--- config.mk ---
export PLATFORM = sky130hd
export DESIGN_NAME = button_debounce
export DESIGN_NICKNAME = d
export VERILOG_FILES = /design/src/rtl/button_debounce_pkg.sv /design/src/rtl/sync_ff.sv /design/src/rtl/button_debounce.sv
export SDC_FILE = /design/constraint.sdc
export NUM_CORES = 1
export LEC_CHECK = 0
export ABC_CLOCK_PERIOD_IN_PS = 6970
export BUFFER_PORTS_ARGS = -buffer_cell sky130_fd_sc_hd__buf_2
export CELL_PAD_IN_SITES_DETAIL_PLACEMENT = 1
export CELL_PAD_IN_SITES_GLOBAL_PLACEMENT = 2
export CORE_ASPECT_RATIO = 1.1
export CORE_MARGIN = 5
export CORE_UTILIZATION = 39
export CTS_BUF_LIST = sky130_fd_sc_hd__clkbuf_2 sky130_fd_sc_hd__clkbuf_4 sky130_fd_sc_hd__clkbuf_8
export DETAILED_ROUTE_END_ITERATION = 7
export GPL_TIMING_DRIVEN = 0
export MAX_ROUTING_LAYER = met4
export PLACE_DENSITY_LB_ADDON = 0.1
export SYNTH_ARGS = -nofsm -noshare
export SYNTH_HDL_FRONTEND = slang
export SYNTH_SLANG_ARGS = --single-unit
export TNS_END_PERCENT = 10
--- constraint.sdc ---
create_clock -name clk -period 6.97 [get_ports clk]
set_clock_uncertainty 0.2 [all_clocks]
set_input_delay 0.3485 -clock clk [delete_from_list [all_inputs] [get_ports clk]]
set_output_delay 0.3485 -clock clk [all_outputs]
set_load 0.005 [all_outputs]
--- src/rtl/button_debounce_pkg.sv ---
// Shared state encodings, default 10 kHz timing constants and pulse payload for the pushbutton debouncer.
package button_debounce_pkg;

    localparam int unsigned DEF_SYNC_STAGES     = 2;
    localparam int unsigned DEF_DEBOUNCE_CYCLES = 200;    // 20 ms at 10 kHz
    localparam int unsigned DEF_HOLD_CYCLES     = 10000;  // 1 s at 10 kHz
    localparam int unsigned PRESS_COUNT_W       = 8;

    typedef enum logic [2:0] {
        ST_IDLE         = 3'd0,
        ST_PRESS_QUAL   = 3'd1,
        ST_PRESSED      = 3'd2,
        ST_HELD         = 3'd3,
        ST_RELEASE_QUAL = 3'd4
    } state_t;

    typedef struct packed {
        logic press;
        logic rel;
        logic long_hold;
    } pulse_t;

    // Debounced level is high whenever a press has been accepted and not yet released.
    function automatic logic is_pressed_state(input state_t st);
        return (st == ST_PRESSED) || (st == ST_HELD) || (st == ST_RELEASE_QUAL);
    endfunction

endpackage

--- src/rtl/sync_ff.sv ---
// Multi-stage synchroniser for asynchronous pin inputs, reusable for any pin width.
module sync_ff #(
    parameter int unsigned           STAGES  = 2,
    parameter int unsigned           WIDTH   = 1,
    parameter logic [WIDTH-1:0]      RST_VAL = '0
) (
    input  logic             clk,
    input  logic             rst_n,
    input  logic [WIDTH-1:0] d,
    output logic [WIDTH-1:0] q
);

    logic [STAGES*WIDTH-1:0] chain;

    // Shift the pin through the flop chain; oldest sample sits in the top slice.
    always_ff @(posedge clk or negedge rst_n) begin
        if (!rst_n) begin
            chain <= {STAGES{RST_VAL}};
        end else begin
            chain <= {chain[(STAGES-1)*WIDTH-1:0], d};
        end
    end

    assign q = chain[STAGES*WIDTH-1 -: WIDTH];

endmodule

--- src/rtl/button_debounce.sv ---
// Pushbutton debouncer: synchronises the pin, qualifies level changes and emits press/release/long-press events.
module button_debounce
    import button_debounce_pkg::*;
#(
    parameter int unsigned SYNC_STAGES     = DEF_SYNC_STAGES,
    parameter int unsigned DEBOUNCE_CYCLES = DEF_DEBOUNCE_CYCLES,
    parameter int unsigned HOLD_CYCLES     = DEF_HOLD_CYCLES,
    parameter bit          BTN_ACTIVE_LOW  = 1'b1
) (
    input  logic                     clk,
    input  logic                     rst,
    input  logic                     btn,
    output logic                     pressed,
    output logic                     press_pulse,
    output logic                     release_pulse,
    output logic                     long_press,
    output logic [PRESS_COUNT_W-1:0] press_count
);

    localparam int unsigned CW = $clog2(HOLD_CYCLES + 1);

    logic                     raw;
    logic                     s;

    state_t                   state_q, state_d;
    logic [CW-1:0]            dcnt_q, dcnt_d;
    logic [CW-1:0]            hcnt_q, hcnt_d;
    logic                     long_fired_q, long_fired_d;
    pulse_t                   pulse_q, pulse_d;
    logic                     pressed_q, pressed_d;
    logic [PRESS_COUNT_W-1:0] count_q, count_d;

    logic [CW-1:0]            dstep;
    logic                     dhit;
    logic [CW-1:0]            hstep;
    logic                     hhit;

    // Normalise to active-high before synchronising so the reset value is always the released level.
    assign raw = btn ^ BTN_ACTIVE_LOW;

    sync_ff #(
        .STAGES  (SYNC_STAGES),
        .WIDTH   (1),
        .RST_VAL (1'b0)
    ) u_sync (
        .clk   (clk),
        .rst_n (rst),
        .d     (raw),
        .q     (s)
    );

    // State, counters and registered outputs.
    always_ff @(posedge clk or negedge rst) begin
        if (!rst) begin
            state_q      <= ST_IDLE;
            dcnt_q       <= '0;
            hcnt_q       <= '0;
            long_fired_q <= 1'b0;
            pulse_q      <= '0;
            pressed_q    <= 1'b0;
            count_q      <= '0;
        end else begin
            state_q      <= state_d;
            dcnt_q       <= dcnt_d;
            hcnt_q       <= hcnt_d;
            long_fired_q <= long_fired_d;
            pulse_q      <= pulse_d;
            pressed_q    <= pressed_d;
            count_q      <= count_d;
        end
    end

    // Next-state, counter and pulse decode; a qualifying window starts at 1 and accepts when it reaches DEBOUNCE_CYCLES.
    always_comb begin
        state_d      = state_q;
        dcnt_d       = dcnt_q;
        hcnt_d       = hcnt_q;
        long_fired_d = long_fired_q;
        pulse_d      = '0;
        count_d      = count_q;

        dstep = ((state_q == ST_PRESS_QUAL) || (state_q == ST_RELEASE_QUAL))
                ? dcnt_q + CW'(1) : CW'(1);
        dhit  = (dstep == CW'(DEBOUNCE_CYCLES));
        hstep = (hcnt_q == CW'(HOLD_CYCLES)) ? hcnt_q : hcnt_q + CW'(1);
        hhit  = (hstep == CW'(HOLD_CYCLES));

        case (state_q)
            ST_IDLE, ST_PRESS_QUAL: begin
                if (!s) begin
                    state_d = ST_IDLE;
                    dcnt_d  = '0;
                end else if (dhit) begin
                    state_d       = ST_PRESSED;
                    dcnt_d        = '0;
                    hcnt_d        = '0;
                    pulse_d.press = 1'b1;
                    count_d       = count_q + PRESS_COUNT_W'(1);
                end else begin
                    state_d = ST_PRESS_QUAL;
                    dcnt_d  = dstep;
                end
            end

            ST_PRESSED, ST_HELD: begin
                if (state_q == ST_PRESSED) begin
                    hcnt_d = hstep;
                    if (hhit) begin
                        state_d           = ST_HELD;
                        long_fired_d      = 1'b1;
                        pulse_d.long_hold = 1'b1;
                    end
                end
                if (!s) begin
                    if (dhit) begin
                        state_d      = ST_IDLE;
                        dcnt_d       = '0;
                        hcnt_d       = '0;
                        long_fired_d = 1'b0;
                        pulse_d.rel  = 1'b1;
                    end else begin
                        state_d = ST_RELEASE_QUAL;
                        dcnt_d  = dstep;
                    end
                end
            end

            ST_RELEASE_QUAL: begin
                // Hold counter stays frozen here so bounce time does not count towards a long press.
                if (s) begin
                    state_d = long_fired_q ? ST_HELD : ST_PRESSED;
                    dcnt_d  = '0;
                end else if (dhit) begin
                    state_d      = ST_IDLE;
                    dcnt_d       = '0;
                    hcnt_d       = '0;
                    long_fired_d = 1'b0;
                    pulse_d.rel  = 1'b1;
                end else begin
                    dcnt_d = dstep;
                end
            end

            default: begin
                state_d = ST_IDLE;
                dcnt_d  = '0;
                hcnt_d  = '0;
            end
        endcase

        pressed_d = is_pressed_state(state_d);
    end

    assign pressed       = pressed_q;
    assign press_pulse   = pulse_q.press;
    assign release_pulse = pulse_q.rel;
    assign long_press    = pulse_q.long_hold;
    assign press_count   = count_q;

endmodule

After elaboration in Yosys (flattened, before gate mapping)
Cells that the tools add are included.
{"block": "totals", "word_cells": 78, "regBits": 46, "inputBits": 3, "output_inout_bits": 12}
{"block": "classes", "add_sub_neg": 3, "n_mux": 39, "eq_ne": 14, "bitwise": 1, "reduce_logical": 11}
{"cell": "two-way mux 14 bit", "count": 12}
{"cell": "case mux 14 bit (3 select lines)", "count": 2}
{"cell": "adder 14 x 1 -> 14 bit, second input constant", "count": 2}
{"cell": "equality test 14 bit, second input constant", "count": 2}
{"cell": "two-way mux 3 bit", "count": 6}
{"cell": "two-way mux 1 bit", "count": 15}
{"cell": "equality test 14 x 8 -> 1 bit, second input constant", "count": 1}
{"cell": "equality test 3 x 2 -> 1 bit, second input constant", "count": 4}
{"cell": "case mux 3 bit (3 select lines)", "count": 1}
{"cell": "adder 8 x 1 -> 8 bit, second input constant", "count": 1}
{"cell": "equality test 3 bit, second input constant", "count": 2}
{"cell": "!= test 2 bit, second input constant", "count": 3}
{"cell": "AND reduction 3 bit", "count": 2}
{"cell": "two-way mux 2 bit", "count": 2}
{"cell": "OR reduction 2 bit", "count": 2}
{"cell": "equality test 3 x 1 -> 1 bit, second input constant", "count": 1}
{"cell": "logical NOT 3 bit", "count": 1}
{"cell": "logical OR 1 bit", "count": 3}
{"cell": "OR reduction 3 bit", "count": 1}
{"cell": "!= test 2 x 1 -> 1 bit, second input constant", "count": 1}
{"cell": "case mux 1 bit (2 select lines)", "count": 1}
{"cell": "AND reduction 2 bit", "count": 1}
{"cell": "nonzero test 2 bit", "count": 1}
{"cell": "NOT 1 bit", "count": 1}

Logic depth before layout (Yosys ltp)
Gate-level depths: netlist of run 1.
{"block": "depth", "ltp_word": 10, "ltp_mapped": 9, "mapped_depth_nobuf": 9}

Modules after synthesis
Synthesis of run 1 repeated with hierarchy kept, for this count alone.
{"block": "hier_totals", "hier_cells": 325, "hier_area_um2": 2819.0}
{"module": "button_debounce", "area_each_um2": 2768.9, "n_inst": 1, "seq_area_each_um2": 1101.1, "cells_each": 323}
{"module": "sync_ff", "area_each_um2": 50.0, "n_inst": 1, "seq_area_each_um2": 50.0, "cells_each": 2}

Worst setup path before layout of run 1
No wires, ideal clock.
{"block": "synth_path", "path_type": "register to register", "from": "register dcnt_q[0]", "to": "register hcnt_q[13]", "t_required_ns": 6.639, "period_less_slack_ns": 2.779, "setup_ns": 0.131, "path_buffers": 0, "setup_slack_ns": 4.191, "stages_incl_launch_ff": 9, "arrival_ns": 2.448, "path_cell_list": "dfrtp_1 > ha_1 > nand3_1 > or3_1 > mux2i_1 > o21ai_0 > nand3_1 > o211a_1 > or3_1"}
{"block": "synth_between", "elab_chain_cells": 6, "elab_cells_between_ends": 9, "cone_classes": "add/sub (1); eq/ne (1); mux (7)"}
{"element": "start, declared", "line": "button_debounce.sv:26", "text": "logic [CW-1:0] dcnt_q, dcnt_d;"}
{"element": "start signal, assigned", "line": "button_debounce.sv:64", "text": "dcnt_q <= dcnt_d;"}
{"element": "adder 14 x 1 -> 14 bit (*)", "line": "button_debounce.sv:83", "text": "? dcnt_q + CW'(1) : CW'(1);"}
{"element": "two-way mux 14 bit (*)", "line": "button_debounce.sv:83"}
{"element": "equality test 14 x 8 -> 1 bit (*)", "line": "button_debounce.sv:84", "text": "dhit = (dstep == CW'(DEBOUNCE_CYCLES));"}
{"element": "two-way mux 14 bit, on equally long branches (2 in series)"}
{"element": "case mux 14 bit (3 select lines) (*)", "line": "button_debounce.sv:88", "text": "case (state_q)"}
{"element": "end signal, assigned", "line": "button_debounce.sv:65", "text": "hcnt_q <= hcnt_d;"}
{"element": "end, declared", "line": "button_debounce.sv:27", "text": "logic [CW-1:0] hcnt_q, hcnt_d;"}
Mark *: on every way between the ends. The rest lies on a longest branch, timed or not. The select of a mux whose other input is x is not followed.
A chain may end at the register's enable or synchronous reset.

Worst setup path in the final report of run 1
Same ends and word-level chain as after synthesis.

==> results of run 1 <==
==> critical path, cell delays in order, from the launching register on <==
cell and delay (ns):
dfrtp_1 0.50, ha_1 0.23, nand3_1 0.24, or3_1 0.45
mux2i_1 0.21, o21ai_0 0.47, nand3_1 0.27, o211a_1 0.28
or3_1 0.33
==> through the flow <==
step	utilization	setup WS (ns)	total power [W]	hold slack (ns)
3_3_place_gp	0.4273	3.668	0.0002965	0.1345
6_report	0.4451	3.672	0.0005042	0.01470
3_5_place_dp	0.4273	3.665	0.0002967	0.1356
2_1_floorplan	-	4.191	0.0002858	-0.1471
5_1_grt	0.4451	3.439	0.0005281	0.1171
4_1_cts	0.4451	3.628	0.0005124	0.08353
==> flip-flops by register name, indices dropped and copies added (netlist names) <==
name,cells
press_count,8
hcnt_q,14
state_q,3
dcnt_q,14
press_pulse,1
u_sync.chain,2
pressed,1
long_press,1
long_fired_q,1
release_pulse,1
==> cell usage after synthesis (4+ instances only) <==
master and instances:
dfrtp_1 46, nand2_1 39, nor2_1 33, a21oi_1 22
nand3_1 19, o21ai_0 19, xnor2_1 13, inv_1 12
clkbuf_1 11, nor3_1 11, or3_1 10, nand4_1 8
nor4_1 7, o21ai_1 7, and3_1 6, a31oi_1 5
mux2i_1 5, xor2_1 5, a21o_1 4, and2_1 4
ha_1 4, o211ai_1 4, o22ai_1 4, or4_1 4
==> layout make-up <==
class	instances	area share
inverters	13	0.01547
flip-flops and latches	46	0.3649
repair buffers	15	0.02539
clock buffers	5	0.02182
clock inverters	3	0.01507
multi-input cells	266	0.5030
plain buffers	14	0.02063
well taps	85	0.03372
==> metal layers <==
layer / vias to the layer above / global-route usage / part of all wire
met4: 0 / 0.03828 / 0.0092
met3: 8 / 0.02572 / 0.013
li1: 1272 / - / -
met2: 14 / 0.3260 / 0.51
met1: 1293 / 0.2288 / 0.46
met5: - / - / 0
==> logic make-up after synthesis <==
logic type | after synthesis
adder cells (fa/ha/maj) | 4
flip-flops | 46
multiplexers | 6
AO/OA/AOI/OAI | 81
buffers and inverters | 27
AND/OR/NAND/NOR | 157
XOR/XNOR | 18
==> worst max-delay path by stage <==
stage | startpoint | endpoint | cells past startpoint
2_1_floorplan | dcnt_q[0]$_DFFE_PN0P_ | hcnt_q[13]$_DFFE_PN0P_ | 8
3_3_place_gp | dcnt_q[0]$_DFFE_PN0P_ | hcnt_q[13]$_DFFE_PN0P_ | 8
3_5_place_dp | dcnt_q[0]$_DFFE_PN0P_ | hcnt_q[13]$_DFFE_PN0P_ | 8
4_1_cts | dcnt_q[0]$_DFFE_PN0P_ | hcnt_q[13]$_DFFE_PN0P_ | 8
5_1_grt | dcnt_q[0]$_DFFE_PN0P_ | hcnt_q[13]$_DFFE_PN0P_ | 8
6_report | dcnt_q[0]$_DFFE_PN0P_ | hcnt_q[13]$_DFFE_PN0P_ | 8
==> power breakdown <==
part	total, W	internal (W)	switching, W	leakage (nW)
clock network	0.000213	0.000110	0.000104	0.0591
logic	0.0000213	0.00000559	0.0000157	0.687
registers	0.000270	0.000268	0.00000155	0.634
==> metrics.cfg, run 1 <==
[synthesis]
synth_xor_area_frac = 0.05529
async_flop_share = 1.000
synth_top_family_by_area = simple AND/OR/NAND/NOR gates
synthesis.nets = 346
yosysWarnings = 0
synth_compound_area_frac = 0.1720
synth_area_leaders = dfrtp_1 (40%), nand2_1 (5.1%), nor2_1 (4.3%)
synth_area_per_cell_um2 = 8.411
synth_edf_count = 0
synthSimpleGateAreaFrac = 0.2900
synth_fa_ha_area_frac = 0.01755
syn_area_mm2 = 0.002851
ys_dominant_reg_cell = dfrtp_1
ys_seq_area_frac = 0.4037
ys_types = 57
muxShareOfSynthArea = 0.02150
synthCells = 339
synth_top_area_share = 0.4037
yosysTopAreaCell = dfrtp_1
synth-seq-cells = 46

[layout]
fin_area_mm2 = 0.003154
syn_to_final_growth_pct = 10.62
instances_no_fill = 447
post_route_cells_drive_above_1_share = 0.09116
final_cell_mix = dfrtp_1 (46), nand2_1 (39), nor2_1 (33), a21oi_1 (22)
multiInputGateArea_mm2 = 0.001587
final_common_cell = dfrtp_1
fillers = 875
seq_area_mm2 = 0.001151
fin_nets = 368
diodes = 0

[worst_setup_path]
crit_path_end_kind = flip-flop
crit_required_ns = 6.96
crit_type = reg2reg
reg2reg_slack_ns = 3.67
r2r.worst_path.cells = 8
worst_ep_arrival_time_ns = 3.29
crit_fanout = 9
critPathLaunchType = flip-flop
r2r-start = dcnt_q[0]$_DFFE_PN0P_
reg2reg_to = hcnt_q[13]$_DFFE_PN0P_

[placement]
dp_hpwl_mm = 5.695
io_buffer_count = 14
placed_area_mm2 = 0.003028
place.gp.congestion = 0.8111
dp.cells = 438

[die]
dieArea_mm2 = 0.009124
initial_core_util = 0.4024
coreArea_mm2 = 0.007087
ios = 15
die_h_um = 99.68
row_count = 32
die_w_um = 91.53

[sta]
setup_tns_ns = 0
fin_crit_ns = 3.298
hold_violations = 0
drv_slew = 0
finalSetupViolCount = 0
max-slew-margin-rel = 0.2865
finalCritPeriodShare = 0.4731
rsz0062_at_grt = false
worst_pin_slew_ns = 1.070
fmax_ghz = 0.3033

[clock_tree]
htreeDepth = 2
cts.clk_slew.worst_paths_ns = 0.10
ctsResizeCount = 0
post_cts_buffers = 0
clkLatencyLatePin_ns = 0.31
clockBufferDepth = 2
numCtsBuffers = 5
root_buffer = clkbuf_8
hold_buffers = 1
clkSinkCount = 46
cts_tree = done

[routing]
drt_iter0_drc = 85
wl_mm = 7.687
wl_per_cell_um = 17.20
dr.pass1.iters = 4
via_per_inst = 5.787
drc_errors = 0
ant_nets = 0
via_count = 2587

[power]
powerDensity_mw_per_mm2 = 159.9
leakagePower_nw = 1.380
max-vdd-ir-drop_mv = 0.09305

[grt]
overflow = 0
grt_antenna_before_repair = 0
grt_max_degree = 47
grt_usage = 0.1861
grt_pass1_vias = 2704
grt_pass1_wl_mm = 13.46

[flow_run]
cap_viol_max_count = 0

[status]
outcome = complete, no violations

[hold_path]
min_path_type = in2async

(Power assumes the default switching activity.)
==> inputs of run 2 (changes only) <==
--- a/config.mk
+++ b/config.mk
@@ -5,13 +5,13 @@
 export SDC_FILE = /design/constraint.sdc
 export NUM_CORES = 1
 export LEC_CHECK = 0
-export ABC_CLOCK_PERIOD_IN_PS = 6970
+export ABC_CLOCK_PERIOD_IN_PS = 2910
 export BUFFER_PORTS_ARGS = -buffer_cell sky130_fd_sc_hd__buf_2
 export CELL_PAD_IN_SITES_DETAIL_PLACEMENT = 1
 export CELL_PAD_IN_SITES_GLOBAL_PLACEMENT = 2
 export CORE_ASPECT_RATIO = 1.1
 export CORE_MARGIN = 5
-export CORE_UTILIZATION = 39
+export CORE_UTILIZATION = 35
 export CTS_BUF_LIST = sky130_fd_sc_hd__clkbuf_2 sky130_fd_sc_hd__clkbuf_4 sky130_fd_sc_hd__clkbuf_8
 export DETAILED_ROUTE_END_ITERATION = 7
 export GPL_TIMING_DRIVEN = 0
==> constraint.sdc (replaced) <==
create_clock -name clk -period 2.91 [get_ports clk]
set_clock_uncertainty 0.2 [all_clocks]
set_input_delay 0.1455 -clock clk [delete_from_list [all_inputs] [get_ports clk]]
set_output_delay 0.1455 -clock clk [all_outputs]
set_load 0.005 [all_outputs]
==> run 2 against run 1 <==
The flow now finishes with violations (setup timing); utilization down 1.5 points; routed wire length up 8.5%; sequential power up 140%; clock power up 110%; global-route usage down 0.93 points; register-to-register slack worse by 3.7 ns; critical endpoint is now hcnt_q[6]$_DFFE_PN0P_; combinational power rose to 2.8 times the previous value; sequential share of layout area down 2.5 points; highest routed layer unchanged; fmax up 12%; power up 130%; final area up 7.9%.
==> metrics.cfg, run 2 (synthesis gave the netlist of run 1 again) <==
[status]
outcome = complete, but fails checks
failed_checks = setup timing

[worst_setup_path]
slowest_stage = or4_4
worst_ep_arrival_time_ns = 2.93  ; -0.36 ns
crit_start = dcnt_q[0]$_DFFE_PN0P_
reg2reg_to = hcnt_q[6]$_DFFE_PN0P_
endpoint = hcnt_q[6]$_DFFE_PN0P_
cpLargestDelayFamily = simple AND/OR/NAND/NOR gates
crit_path_cell_trace = ha_4 -> nand3b_1 -> or4_4 -> or4_4 -> nand3b_4 -> nor2_4 -> clkbuf_16 -> o21ai_2
critPathLaunchType = flip-flop
r2r-start = dcnt_q[0]$_DFFE_PN0P_
crit_path_end_kind = flip-flop
cpPeakStageDelay_ns = 0.56  ; +0.06 ns
r2r.worst_path.cells = 8  ; unchanged
reg2reg_slack_ns = -0.02  ; -3.70 ns
crit_fanout = 5  ; -4
cp.depth = 8  ; unchanged
critPathBufInv = 1  ; +1
crit_type = reg2reg
crit_required_ns = 2.91  ; -4.05 ns
crit_path_frequent_cell = or4_4

[power]
p_switching_w = 0.0003077  ; +150%
leakagePower_nw = 1.467  ; +6.3%
p_sw_frac = 0.2677  ; +0.02816
p_comb_frac = 0.051  ; +0.009
p_int_w = 0.0008418  ; +120%
max-vdd-ir-drop_mv = 0.1471  ; +58%
powerDensity_mw_per_mm2 = 337.9  ; +110%
p_total_w = 0.001150  ; +130%
pwr-share-clk = 0.386  ; -0.037
p_seq_frac = 0.563  ; +0.028

[layout]
syn_to_final_growth_pct = 19.31
fin_util = 0.4299  ; -0.01514
final_common_cell = dfrtp_1
fin_nets = 383  ; +4.1%
final_cell_mix = dfrtp_1 (42), nand2_1 (39), nor2_1 (33), a21oi_1 (21)
post_route_cells_drive_above_1_share = 0.1777  ; +0.08656
fin_area_mm2 = 0.003402  ; +7.9%
instances_no_fill = 485  ; +8.5%
diodes = 0  ; unchanged

[sta]
rsz0062_at_grt = true
fin_crit_ns = 2.934  ; -0.3638 ns
drv_slew = 0  ; unchanged
worst_slack_ns = -0.02377  ; -3.696 ns
max-slew-margin-rel = 0.2560  ; -0.03053
whs_ns = 0.1633  ; +0.1486 ns
finalSetupViolCount = 7  ; +7
fmax_ghz = 0.3409  ; +12%
hold_violations = 0  ; unchanged
worst_pin_slew_ns = 1.116  ; +0.04580 ns
finalCritPeriodShare = 1.008  ; +0.5351

[routing]
via_count = 2663  ; +2.9%
drc_errors = 0  ; unchanged
drt_iter0_drc = 86  ; +1.2%
wl_per_cell_um = 17.20  ; about the same
via_per_inst = 5.491  ; -5.1%
dr.pass1.iters = 4  ; unchanged
ant_nets = 0  ; unchanged
wl_mm = 8.343  ; +8.5%

[clock_tree]
cts.clk_slew.worst_paths_ns = 0.11  ; about the same
htreeDepth = 2  ; unchanged
clkSinkCount = 46  ; unchanged
clockBufferDepth = 2  ; unchanged
root_buffer = clkbuf_8
numCtsBuffers = 5  ; unchanged
cts_tree = done
clkLatencyLatePin_ns = 0.32  ; about the same

[placement]
dp_hpwl_mm = 5.853  ; +2.8%
place.gp.congestion = 0.7645  ; -5.7%
dp.cells = 461  ; +5.3%
io_buffer_count = 14  ; unchanged
placed_area_mm2 = 0.003057  ; +0.95%

[grt]
grt_usage = 0.1767  ; -0.009347
grt_max_degree = 47  ; unchanged
grt_pass1_vias = 2688  ; -0.59%
grt_antenna_before_repair = 0  ; unchanged
overflow = 0  ; unchanged
grt_pass1_wl_mm = 13.63  ; +1.3%

[die]
dieArea_mm2 = 0.01005  ; +10%
coreArea_mm2 = 0.007913  ; +12%
die_w_um = 96.06  ; +4.9%
ios = 15  ; unchanged
initial_core_util = 0.3604  ; -0.04199
row_count = 34  ; +6.3%
die_h_um = 104.7  ; +5.0%

[hold_path]
min_path_type = reg2reg

[flow_run]
cap_viol_max_count = 0  ; unchanged

run 2: final cells by class:
type	count	area, um^2
clock buffer	5	68.82
tap	108	135.1
multi-input combinational	266	1679
fill	972	4511
inverter	13	48.80
sequential	46	1156
clock inverter	3	28.78
timing repair buffer	30	212.7
buffer	14	72.57
run 2: how the worst min path moves through the flow:
stage | from | to | cells after the start
floorplan | rst | dcnt_q[0]$_DFFE_PN0P_ | 0
global placement | btn | u_sync.chain[0]$_DFF_PN0_ | 2
detailed placement | btn | u_sync.chain[0]$_DFF_PN0_ | 2
CTS | u_sync.chain[0]$_DFF_PN0_ | u_sync.chain[1]$_DFF_PN0_ | 0
global route | u_sync.chain[0]$_DFF_PN0_ | u_sync.chain[1]$_DFF_PN0_ | 0
finish | u_sync.chain[0]$_DFF_PN0_ | u_sync.chain[1]$_DFF_PN0_ | 0
run 2: per-layer routing:
metal / part of all wire / wire length (um) / global-route usage
met5: 0 / 0 / -
met4: 0.0091 / 76 / 0.03659
met3: 0.015 / 124 / 0.02588
met2: 0.52 / 4331 / 0.3009
met1: 0.46 / 3811 / 0.2198
run 2: metrics by stage:
stage | setup slack, ns | TNS, ns
2_1_floorplan | 0.1310 | 0
3_3_place_gp | -0.4287 | -5.065
3_5_place_dp | -0.4598 | -5.573
4_1_cts | -0.1883 | -0.7784
5_1_grt | -0.08117 | -0.9054
6_report | -0.02377 | -0.05606
run 2: power groups by stage:
stage | Combinational, W | Sequential [W] | Clock (W)
final | 0.0000588 | 0.000647 | 0.000444
after global routing | 0.0000671 | 0.000647 | 0.000489
after CTS | 0.0000546 | 0.000647 | 0.000467
after detailed placement | 0.0000520 | 0.000659 | 0
after global placement | 0.0000520 | 0.000659 | 0
after floorplan | 0.0000264 | 0.000658 | 0
run 2: timing repair:
action,4_1_cts,5_1_grt
pin swaps,2,16
endpoints found under the setup margin,26,21
setup buffers,0,13
gates cloned,0,1
endpoints found under the hold margin,47,0
hold buffers,2,0
resized for setup,8,18
